==> config.mk <==
export PLATFORM = sky130hd
export DESIGN_NAME = video_mode_ctrl
export DESIGN_NICKNAME = d
export VERILOG_FILES = /design/src/rtl/video_timing_pkg.sv /design/src/rtl/video_timing_rom.sv /design/src/rtl/video_mode_ctrl.sv
export SDC_FILE = /design/constraint.sdc
export NUM_CORES = 1
export LEC_CHECK = 0
export CORE_UTILIZATION = 45
export CTS_CLUSTER_DIAMETER = 150
export CTS_CLUSTER_SIZE = 8
export DETAILED_ROUTE_END_ITERATION = 12
export GPL_TIMING_DRIVEN = 0
export PLACE_DENSITY = 0.81
export SYNTH_ARGS = -nofsm -noshare
export SYNTH_HDL_FRONTEND = slang
export SYNTH_SLANG_ARGS = --single-unit
==> constraint.sdc <==
create_clock -name clk -period 5.1 [get_ports clk]
set_input_delay 0.51 -clock clk [delete_from_list [all_inputs] [get_ports clk]]
set_output_delay 0.51 -clock clk [all_outputs]
set_load 0.03 [all_outputs]
==> src/rtl/video_timing_pkg.sv <==
// ---------------------------------------------------------------------------
// video_timing_pkg
// Shared types and constants for the HDMI video mode controller:
//   - mode encodings (1080p60 / 720p60 / 480p60 / reserved)
//   - controller FSM state encoding
//   - the 24 horizontal/vertical timing constants of the three modes,
//     packed into a timing_t record that is passed to the timing generator
// ---------------------------------------------------------------------------
package video_timing_pkg;

  localparam int TW = 12;

  typedef enum logic [1:0] {
    MODE_1080P = 2'd0,
    MODE_720P  = 2'd1,
    MODE_480P  = 2'd2,
    MODE_RSVD  = 2'd3
  } mode_e;

  typedef enum logic [2:0] {
    ST_IDLE    = 3'd0,
    ST_WAIT_VB = 3'd1,
    ST_HOLD    = 3'd2,
    ST_LOAD    = 3'd3,
    ST_RELEASE = 3'd4,
    ST_SETTLE  = 3'd5
  } state_e;

  // One complete mode: four horizontal then four vertical values
  typedef struct packed {
    logic [TW-1:0] h_total;
    logic [TW-1:0] h_sync;
    logic [TW-1:0] h_start;
    logic [TW-1:0] h_end;
    logic [TW-1:0] v_total;
    logic [TW-1:0] v_sync;
    logic [TW-1:0] v_start;
    logic [TW-1:0] v_end;
  } timing_t;

  // 1080p60
  localparam logic [TW-1:0] M0_H_TOTAL = 12'd2199;
  localparam logic [TW-1:0] M0_H_SYNC  = 12'd43;
  localparam logic [TW-1:0] M0_H_START = 12'd189;
  localparam logic [TW-1:0] M0_H_END   = 12'd2109;
  localparam logic [TW-1:0] M0_V_TOTAL = 12'd1124;
  localparam logic [TW-1:0] M0_V_SYNC  = 12'd4;
  localparam logic [TW-1:0] M0_V_START = 12'd40;
  localparam logic [TW-1:0] M0_V_END   = 12'd1120;

  // 720p60
  localparam logic [TW-1:0] M1_H_TOTAL = 12'd1649;
  localparam logic [TW-1:0] M1_H_SYNC  = 12'd39;
  localparam logic [TW-1:0] M1_H_START = 12'd257;
  localparam logic [TW-1:0] M1_H_END   = 12'd1537;
  localparam logic [TW-1:0] M1_V_TOTAL = 12'd749;
  localparam logic [TW-1:0] M1_V_SYNC  = 12'd4;
  localparam logic [TW-1:0] M1_V_START = 12'd24;
  localparam logic [TW-1:0] M1_V_END   = 12'd744;

  // 480p60
  localparam logic [TW-1:0] M2_H_TOTAL = 12'd857;
  localparam logic [TW-1:0] M2_H_SYNC  = 12'd61;
  localparam logic [TW-1:0] M2_H_START = 12'd119;
  localparam logic [TW-1:0] M2_H_END   = 12'd839;
  localparam logic [TW-1:0] M2_V_TOTAL = 12'd524;
  localparam logic [TW-1:0] M2_V_SYNC  = 12'd5;
  localparam logic [TW-1:0] M2_V_START = 12'd35;
  localparam logic [TW-1:0] M2_V_END   = 12'd515;

  localparam timing_t MODE0_TIMING = '{M0_H_TOTAL, M0_H_SYNC, M0_H_START, M0_H_END,
                                       M0_V_TOTAL, M0_V_SYNC, M0_V_START, M0_V_END};
  localparam timing_t MODE1_TIMING = '{M1_H_TOTAL, M1_H_SYNC, M1_H_START, M1_H_END,
                                       M1_V_TOTAL, M1_V_SYNC, M1_V_START, M1_V_END};
  localparam timing_t MODE2_TIMING = '{M2_H_TOTAL, M2_H_SYNC, M2_H_START, M2_H_END,
                                       M2_V_TOTAL, M2_V_SYNC, M2_V_START, M2_V_END};

  // True for the three modes that have a timing table entry
  function automatic logic is_valid_mode(input logic [1:0] mode);
    return mode != MODE_RSVD;
  endfunction

endpackage

==> src/rtl/video_timing_rom.sv <==
// ---------------------------------------------------------------------------
// video_timing_rom
// Combinational lookup of the eight 12-bit timing values for a video mode.
// Ports:
//   mode    in  2        mode to look up
//   timing  out timing_t eight timing values for that mode
// The reserved encoding returns the 1080p60 entry; the controller never
// loads it because reserved requests are rejected before a switch starts.
// ---------------------------------------------------------------------------
module video_timing_rom
  import video_timing_pkg::*;
(
  input  logic [1:0] mode,
  output timing_t    timing
);

  // Mode-to-timing table
  always_comb begin
    timing = MODE0_TIMING;
    case (mode)
      MODE_720P: timing = MODE1_TIMING;
      MODE_480P: timing = MODE2_TIMING;
      default:   timing = MODE0_TIMING;
    endcase
  end

endmodule

==> src/rtl/video_mode_ctrl.sv <==
// ---------------------------------------------------------------------------
// video_mode_ctrl
// Holds the active video mode's timing and drives it to the HDMI sync/DE
// timing generator. Mode switches are made glitch-free at frame boundaries:
// blank the output, hold the generator in reset, load the new timing,
// release, wait a few frames to settle, then acknowledge.
// Ports:
//   clk         in   1   pixel clock
//   reset       in   1   asynchronous, active-high reset
//   mode_req    in   1   one-cycle request strobe
//   mode_sel    in   2   requested mode (0=1080p60, 1=720p60, 2=480p60, 3=reserved)
//   vs_in       in   1   generator vsync, active-low, same clock domain
//   h_total .. h_end    out 12  horizontal timing to the generator
//   v_total .. v_end    out 12  vertical timing to the generator
//   tg_reset_n  out  1   generator reset, active-low
//   blank       out  1   forces downstream pixel data / DE to zero
//   busy        out  1   switch in progress
//   mode_ack    out  1   one-cycle pulse: request completed
//   mode_err    out  1   one-cycle pulse: reserved-mode request rejected
//   cur_mode    out  2   mode currently loaded
// ---------------------------------------------------------------------------
module video_mode_ctrl
  import video_timing_pkg::*;
#(
  parameter int HOLD_CYCLES   = 16,
  parameter int SETTLE_FRAMES = 2,
  parameter int VB_TIMEOUT    = 2500000
) (
  input  logic          clk,
  input  logic          reset,
  input  logic          mode_req,
  input  logic [1:0]    mode_sel,
  input  logic          vs_in,
  output logic [TW-1:0] h_total,
  output logic [TW-1:0] h_sync,
  output logic [TW-1:0] h_start,
  output logic [TW-1:0] h_end,
  output logic [TW-1:0] v_total,
  output logic [TW-1:0] v_sync,
  output logic [TW-1:0] v_start,
  output logic [TW-1:0] v_end,
  output logic          tg_reset_n,
  output logic          blank,
  output logic          busy,
  output logic          mode_ack,
  output logic          mode_err,
  output logic [1:0]    cur_mode
);

  localparam int TMO_W  = $clog2(VB_TIMEOUT) + 1;
  localparam int HOLD_W = $clog2(HOLD_CYCLES) + 1;

  localparam logic [TMO_W-1:0]  TMO_LAST    = TMO_W'(VB_TIMEOUT - 1);
  // The generator reset pulse spans HOLD plus the single LOAD cycle, so
  // HOLD itself lasts one cycle less than the full reset-hold length.
  localparam logic [HOLD_W-1:0] HOLD_LAST   = HOLD_W'(HOLD_CYCLES - 2);
  localparam logic [3:0]        SETTLE_LAST = 4'(SETTLE_FRAMES - 1);

  state_e            state;
  state_e            next_state;
  logic              vs_d;
  logic              frame_start;
  logic [TMO_W-1:0]  tmo_cnt;
  logic [HOLD_W-1:0] hold_cnt;
  logic [3:0]        frame_cnt;
  logic              pend_valid;
  logic [1:0]        pend_sel;
  logic [1:0]        target_mode;
  logic              post_reset;
  logic [1:0]        cur_mode_q;
  timing_t           timing_q;
  timing_t           rom_timing;
  logic              tg_q;
  logic              blank_q;
  logic              busy_q;
  logic              ack_q;
  logic              err_q;

  logic              req_valid;
  logic [1:0]        req_sel;
  logic              take_req;
  logic              ack_next;
  logic              err_next;

  video_timing_rom u_rom (
    .mode   (target_mode),
    .timing (rom_timing)
  );

  // A held request takes priority over a fresh strobe in IDLE; the fresh
  // strobe then lands in the pending slot instead of being lost.
  assign req_valid = pend_valid | mode_req;
  assign req_sel   = pend_valid ? pend_sel : mode_sel;

  // Next-state and one-cycle pulse decode
  always_comb begin
    next_state = state;
    take_req   = 1'b0;
    ack_next   = 1'b0;
    err_next   = 1'b0;
    case (state)
      ST_IDLE: begin
        if (req_valid) begin
          if (!is_valid_mode(req_sel)) begin
            err_next = 1'b1;
          end else if (req_sel == cur_mode_q) begin
            ack_next = 1'b1;
          end else begin
            take_req   = 1'b1;
            next_state = ST_WAIT_VB;
          end
        end
      end
      ST_WAIT_VB: begin
        if (frame_start || (tmo_cnt == TMO_LAST)) next_state = ST_HOLD;
      end
      ST_HOLD: begin
        if (hold_cnt == HOLD_LAST) next_state = ST_LOAD;
      end
      ST_LOAD:    next_state = ST_RELEASE;
      ST_RELEASE: next_state = ST_SETTLE;
      ST_SETTLE: begin
        if (frame_start && (frame_cnt == SETTLE_LAST)) begin
          next_state = ST_IDLE;
          ack_next   = ~post_reset;
        end
      end
      default: next_state = ST_IDLE;
    endcase
  end

  // State register; reset lands in RELEASE so the generator is released and
  // allowed to settle exactly as after a normal switch
  always_ff @(posedge clk or posedge reset) begin
    if (reset) state <= ST_RELEASE;
    else       state <= next_state;
  end

  // vsync falling-edge detect, registered; vs_d resets high so reset
  // release never looks like an edge
  always_ff @(posedge clk or posedge reset) begin
    if (reset) begin
      vs_d        <= 1'b1;
      frame_start <= 1'b0;
    end else begin
      vs_d        <= vs_in;
      frame_start <= vs_d & ~vs_in;
    end
  end

  // Counters are held at zero outside their own state, which clears them
  // on entry; each saturates at its terminal value
  always_ff @(posedge clk or posedge reset) begin
    if (reset) begin
      tmo_cnt   <= '0;
      hold_cnt  <= '0;
      frame_cnt <= '0;
    end else begin
      if (state != ST_WAIT_VB)  tmo_cnt <= '0;
      else if (tmo_cnt != TMO_LAST) tmo_cnt <= tmo_cnt + 1'b1;

      if (state != ST_HOLD)     hold_cnt <= '0;
      else if (hold_cnt != HOLD_LAST) hold_cnt <= hold_cnt + 1'b1;

      if (state != ST_SETTLE)   frame_cnt <= '0;
      else if (frame_start && (frame_cnt != SETTLE_LAST)) frame_cnt <= frame_cnt + 1'b1;
    end
  end

  // One-deep pending slot: any strobe outside IDLE (or while the slot is
  // being consumed) overwrites it; IDLE consumes it
  always_ff @(posedge clk or posedge reset) begin
    if (reset) begin
      pend_valid <= 1'b0;
      pend_sel   <= 2'd0;
    end else if (mode_req && ((state != ST_IDLE) || pend_valid)) begin
      pend_valid <= 1'b1;
      pend_sel   <= mode_sel;
    end else if (state == ST_IDLE) begin
      pend_valid <= 1'b0;
    end
  end

  // Target latch and post-reset flag that suppresses the first ack
  always_ff @(posedge clk or posedge reset) begin
    if (reset) begin
      target_mode <= MODE_1080P;
      post_reset  <= 1'b1;
    end else begin
      if (take_req) target_mode <= req_sel;
      if ((state == ST_SETTLE) && (next_state == ST_IDLE)) post_reset <= 1'b0;
    end
  end

  // Timing and cur_mode are loaded on the edge into LOAD, so the new values
  // appear while the generator is still held in reset
  always_ff @(posedge clk or posedge reset) begin
    if (reset) begin
      timing_q   <= MODE0_TIMING;
      cur_mode_q <= MODE_1080P;
    end else if ((state == ST_HOLD) && (next_state == ST_LOAD)) begin
      timing_q   <= rom_timing;
      cur_mode_q <= target_mode;
    end
  end

  // Registered control outputs, decoded from the state being entered
  always_ff @(posedge clk or posedge reset) begin
    if (reset) begin
      tg_q    <= 1'b0;
      blank_q <= 1'b1;
      busy_q  <= 1'b1;
      ack_q   <= 1'b0;
      err_q   <= 1'b0;
    end else begin
      tg_q    <= ~(next_state inside {ST_HOLD, ST_LOAD});
      blank_q <= (next_state != ST_IDLE);
      busy_q  <= (next_state != ST_IDLE);
      ack_q   <= ack_next;
      err_q   <= err_next;
    end
  end

  assign h_total    = timing_q.h_total;
  assign h_sync     = timing_q.h_sync;
  assign h_start    = timing_q.h_start;
  assign h_end      = timing_q.h_end;
  assign v_total    = timing_q.v_total;
  assign v_sync     = timing_q.v_sync;
  assign v_start    = timing_q.v_start;
  assign v_end      = timing_q.v_end;
  assign tg_reset_n = tg_q;
  assign blank      = blank_q;
  assign busy       = busy_q;
  assign mode_ack   = ack_q;
  assign mode_err   = err_q;
  assign cur_mode   = cur_mode_q;

endmodule

* Word level (Yosys, flattened, before mapping)
Index checks and enable logic that the tools add are counted.
** Word-level totals
- Bits in writable memories :: 0
- Logic and storage cells :: 96
- Bits in registers :: 145
- Bits in read-only memories :: 0
- Bits in latches :: 0
- Output and inout bits :: 103
- Input port bits :: 6
- Memories kept :: 0
** Cells by class
- Divide/modulo/power cells :: 0
- $mul :: 0
- Mux-type cells :: 29
- Eq/ne operators :: 20
- Bitwise operators :: 5
- Add/sub/neg operators :: 3
- Reductions and logical operators :: 16
- $lt $le $gt $ge :: 0
- Shift operators :: 0
** Operator list (count)
- $pmux 96 s2 :: 1
- $mux 23 :: 2
- $add 23x1->23 const B :: 1
- $eq 23x22->1 const B :: 1
- $ne 23x22->1 const B :: 1
- $mux 3 :: 6
- $pmux 3 s6 :: 1
- $mux 1 :: 13
- $eq 3x2->1 const B :: 4
- $mux 5 :: 2
- $reduce_bool 2->1 :: 5
- $mux 4 :: 2
- $eq 3x3->1 const B :: 2
- $logic_not 3->1 :: 2
- $reduce_bool 3->1 :: 2
- $add 5x1->5 const B :: 1
- $eq 5x4->1 const B :: 1
- $logic_and 1x1->1 :: 5
- $ne 5x4->1 const B :: 1
- $add 4x1->4 const B :: 1
- $eq 4x1->1 const B :: 1
- $ne 4x1->1 const B :: 1
- $eq 3x1->1 const B :: 1
- $ne 3x1->1 const B :: 1
- 12 further kinds :: 15

* Longest topological paths before layout
- Depth in word-level cells :: 9
- Mapped depth :: 8
- Mapped depth without buffers :: 6

* Hierarchy
A second synthesis with hierarchy kept.
** Unflattened totals
- Cells, all modules :: 566
- Area total of the unflattened synthesis :: 6917.9 µm²
** Modules (own cells, without submodules)
- video_mode_ctrl :: sequential area each 3673.5 µm², cells an instance 465, instances 1, area each 6165.9 µm²
- video_timing_rom :: sequential area each 0.0 µm², cells an instance 101, instances 1, area each 752.0 µm²

* Least setup slack after synthesis
No wires, ideal clock.
- Path type :: register -> register
- Start point :: reg tmo_cnt[0]
- End point :: reg tmo_cnt[14]
- Data arrival time :: 1.887 ns
- Stages on the path, launching flop included :: 7
- Required time :: 5.022 ns
- Slack :: 3.135 ns
- Cell sequence :: dfrtp_1 > ha_1 > nand3_1 > or4_1 > clkbuf_1 > or3_1 > a21oi_1
** On the way
- Cells in the longest elaborated chain, start to end :: 3
- Elaborated cells on any way between the ends :: 5
- Those cells by class :: 1 x add/sub; 1 x eq/ne; 2 x mux; 1 x reduce/logical
** RTL lines
- from (decl) :: RTL line video_mode_ctrl.sv:63 : logic [TMO_W-1:0] tmo_cnt;
- from (signal assigned) :: RTL line video_mode_ctrl.sv:160 : else if (tmo_cnt != TMO_LAST) tmo_cnt <= tmo_cnt + 1'b1;
- $add 23x1->23 :: RTL line video_mode_ctrl.sv:160
- $mux 23 :: RTL line video_mode_ctrl.sv:160
- $mux 23 :: RTL line video_mode_ctrl.sv:159 : if (state != ST_WAIT_VB) tmo_cnt <= '0;
Parallel ways exist; a longest one is shown, timed or not. The select of a mux whose other input is x is not followed.
A chain may end at the register's enable or synchronous reset.

* Final worst setup path
- Start point :: reg tmo_cnt[0]
- End point :: reg tmo_cnt[16]
Same word-level chain as after synthesis.

==> impl_metrics.toml <==
[status]
status = "finished, final reports clean"

[sta]
hold_viol_final = 0
drv_slew = 0
finalSetupTns_ns = 0
fin_crit_ns = 2.293
slew-limit-headroom_pct = 45.94
rsz0062_at_grt = "no"
fmax_ghz = 0.4360
setup_violations = 0
fin_ws_ns = 2.807
post-route-period-util_pct = 44.97
finalHoldWorstSlack_ns = 0.4867
tightest_slew_ns = 0.8042
clock_skew_ns = 0.005286

[synth]
synth_area_um2 = 3500
synth_edf_count = 0
synth_top_area_cell = "dfrtp_1"
synthSimpleGateAreaFrac_pct = 17.70
synth.distinct_cells = 59
yosys.area_share.xor_xnor_pct = 3.003
synth_mux_area_share_pct = 3.075
synth_flop_cell = "dfrtp_1"
synthCells = 377
synth_commonest_cells = "91 x buf_4, 48 x dfrtp_1, 24 x o21ai_0"
netlist.area_leader.share_pct = 34.32
synth.most_common_cell = "buf_4"
yosysWarnings = 0
synth_compound_area_share_pct = 10.51
async_flop_share_pct = 100.0
synth-seq-cells = 55
seq_area_frac_synth_pct = 39.58
synth_top_family_by_area = "buffers and inverters"
syn_area_per_cell_um2 = 9.283
synthAdderAreaFrac_pct = 3.504
synth_area_leaders = "dfrtp_1 34%, buf_4 20%, dfstp_2 5.3%"

[floorplan]
fp.dieH_um = 90.19
coreArea_um2 = 7370
io_pins = 109
die_w_um = 90.19
start_util_pct = 47.49
die-area_um2 = 8133
rows = 31

[power_and_ir_drop]
ir_drop_mv = 0.1860
internal_power_mw = 0.7485
p_per_area_nw_per_um2 = 262.4
p_sw_mw = 0.4411
leakagePower_nw = 2.057
p_total_mw = 1.190
swShare_pct = 37.08
p_clk_share_pct = 19.5
p_comb_share_pct = 36.1
sequentialPowerShare_pct = 44.4

[finish]
multi_input_area_um2 = 1484
utilization_pct = 61.51
n_fill_cell = 636
fin_area_um2 = 4533
drive_gt1_share_pct = 26.42
fin_nets = 506
final-seq-area_um2 = 1385
area_delta_synth_final_pct = 29.53
antenna_cells = 0
fin_cells = 591

[drt]
antenna_left = 0
num_vias = 2728
wirelength_um = 6509
drtPass1Iterations = 4
wl_per_cell_um = 11.01
drc = 0
viasPerCell = 4.616
drt_iter0_markers = 148

[clock_tree]
root_buffer = "clkbuf_8"
clk_latency_ns = 0.30
cts_tree = "built"
cts_resized = 0
cts_hold_buf = 0
post_cts_buffers = 0
htree_levels = 2
cts_num_sinks = 55
numCtsBuffers = 5
cts_max_path_buffers = 2
cts.clk_slew.worst_paths_ns = 0.10

[global_route]
grt_overflow = 0
grt_max_degree = 42
antenna_found_initial = 0
grt_pass1_wl_um = 11450
grt.total_usage_pct = 16.56
grt_pass1_vias = 2543

[critical_path]
start_kind = "flip-flop"
critPathMaxFanout = 10
cp-end-kind = "flip-flop"
worstPathRequired_ns = 5.32
critical_path_class = "reg2reg"
critPathArrivalTime_ns = 2.51

[place]
io_buffers = 65
dpl_worst_slack_ns = 2.831
dpl.hpwl_um = 5013
routabilityCongestion = 0.8157
dpl_cell_area_um2 = 4448
placed_cells = 583

[worst_hold_path]
hp-class = "in2async"

[run]
max_cap_viol_count = 0
==> cell usage in the layout, fill, tap and decap left out, types with 2 or more instances in the layout <==
| master | Yosys | layout |
|---|---|---|
| a211oi_1 | 2 | 2 |
| a21o_1 | 2 | 2 |
| a21oi_1 | 17 | 17 |
| a31oi_1 | 2 | 2 |
| and2_1 | 2 | 2 |
| and3_1 | 2 | 2 |
| buf_2 | 2 | 2 |
| buf_4 | 91 | 91 |
| clkbuf_1 | 7 | 8 |
| clkbuf_8 | 0 | 5 |
| clkdlybuf4s50_1 | 0 | 65 |
| conb_1 | 2 | 43 |
| dfrtp_1 | 48 | 48 |
| dfstp_2 | 7 | 7 |
| ha_1 | 9 | 9 |
| inv_1 | 14 | 13 |
| mux2_2 | 6 | 6 |
| mux2i_1 | 4 | 4 |
| nand2_1 | 19 | 19 |
| nand3_1 | 15 | 15 |
| nand4_1 | 6 | 6 |
| nor2_1 | 21 | 21 |
| nor2b_1 | 2 | 2 |
| nor3_1 | 9 | 9 |
| nor3b_1 | 2 | 2 |
| o21ai_0 | 24 | 24 |
| o31ai_1 | 2 | 2 |
| or2_2 | 2 | 2 |
| or3_1 | 7 | 7 |
| or3_2 | 5 | 5 |
| or3b_2 | 2 | 2 |
| or4_1 | 5 | 5 |
| xnor2_1 | 6 | 6 |
| xor2_1 | 6 | 6 |
==> final timing paths <==
kind / start / to / slack (ns) / cells after the start
max: tmo_cnt[0]$_DFFE_PP0P_ / tmo_cnt[16]$_DFFE_PP0P_ / 2.81 / 6
max in group asynchronous: reset / post_reset$_DFFE_PP1P_ / 4.03 / 3
max reg2reg: tmo_cnt[0]$_DFFE_PP0P_ / tmo_cnt[16]$_DFFE_PP0P_ / 2.81 / 6
min: reset / target_mode[1]$_DFFE_PP0P_ / 0.49 / 2
min reg2reg: post_reset$_DFFE_PP1P_ / post_reset$_DFFE_PP1P_ / 0.50 / 1
min in group clk: post_reset$_DFFE_PP1P_ / post_reset$_DFFE_PP1P_ / 0.50 / 1
==> power by group through the flow <==
stage | clock network (mW) | registers (mW) | logic, mW
2_1_floorplan | 0 | 0.551 | 0.308
3_3_place_gp | 0 | 0.533 | 0.419
3_5_place_dp | 0 | 0.537 | 0.427
4_1_cts | 0.241 | 0.528 | 0.428
5_1_grt | 0.255 | 0.537 | 0.478
6_report | 0.232 | 0.528 | 0.430
==> registers in the layout, indices dropped and copies added (netlist names) <==
signal / count
mode_err: 1
vs_d: 1
post_reset: 1
state: 3
h_sync: 2
busy: 1
frame_start: 1
cur_mode: 2
mode_ack: 1
h_total: 4
frame_cnt: 4
target_mode: 2
tg_reset_n: 1
hold_cnt: 5
pend_sel: 2
pend_valid: 1
tmo_cnt: 23
==> worst max-delay path, stage by stage (launching register included) <==
cell	delay (ns)
dfrtp_1	0.43
ha_1	0.24
nand3_1	0.17
or4_1	0.58
clkbuf_1	0.23
or3_1	0.39
a21oi_1	0.17
==> kinds of logic after synthesis <==
group	count (synthesis)
flops	55
xor+xnor	12
buf+inv	116
compound gates	61
mux	10
other cells	2
fa+ha+maj	10
simple gates	111
==> final cells by class <==
cell class	instances	share of cell area, %
repair buffers	66	14.79
multi-input cells	247	32.74
clock inverters	2	0.2760
well taps	99	2.733
flip-flops and latches	55	30.55
inverters	14	1.159
plain buffers	102	16.15
clock buffers	6	1.601
==> layer usage <==
metal	share of wire (%)	vias up	track usage [%]
li1	-	1386	-
met1	43	1272	19.92
met2	51	65	30.53
met3	4.6	5	3.046
met4	0.52	0	3.629
met5	0	-	0
No activity file was read; power rests on OpenSTA's default activity.
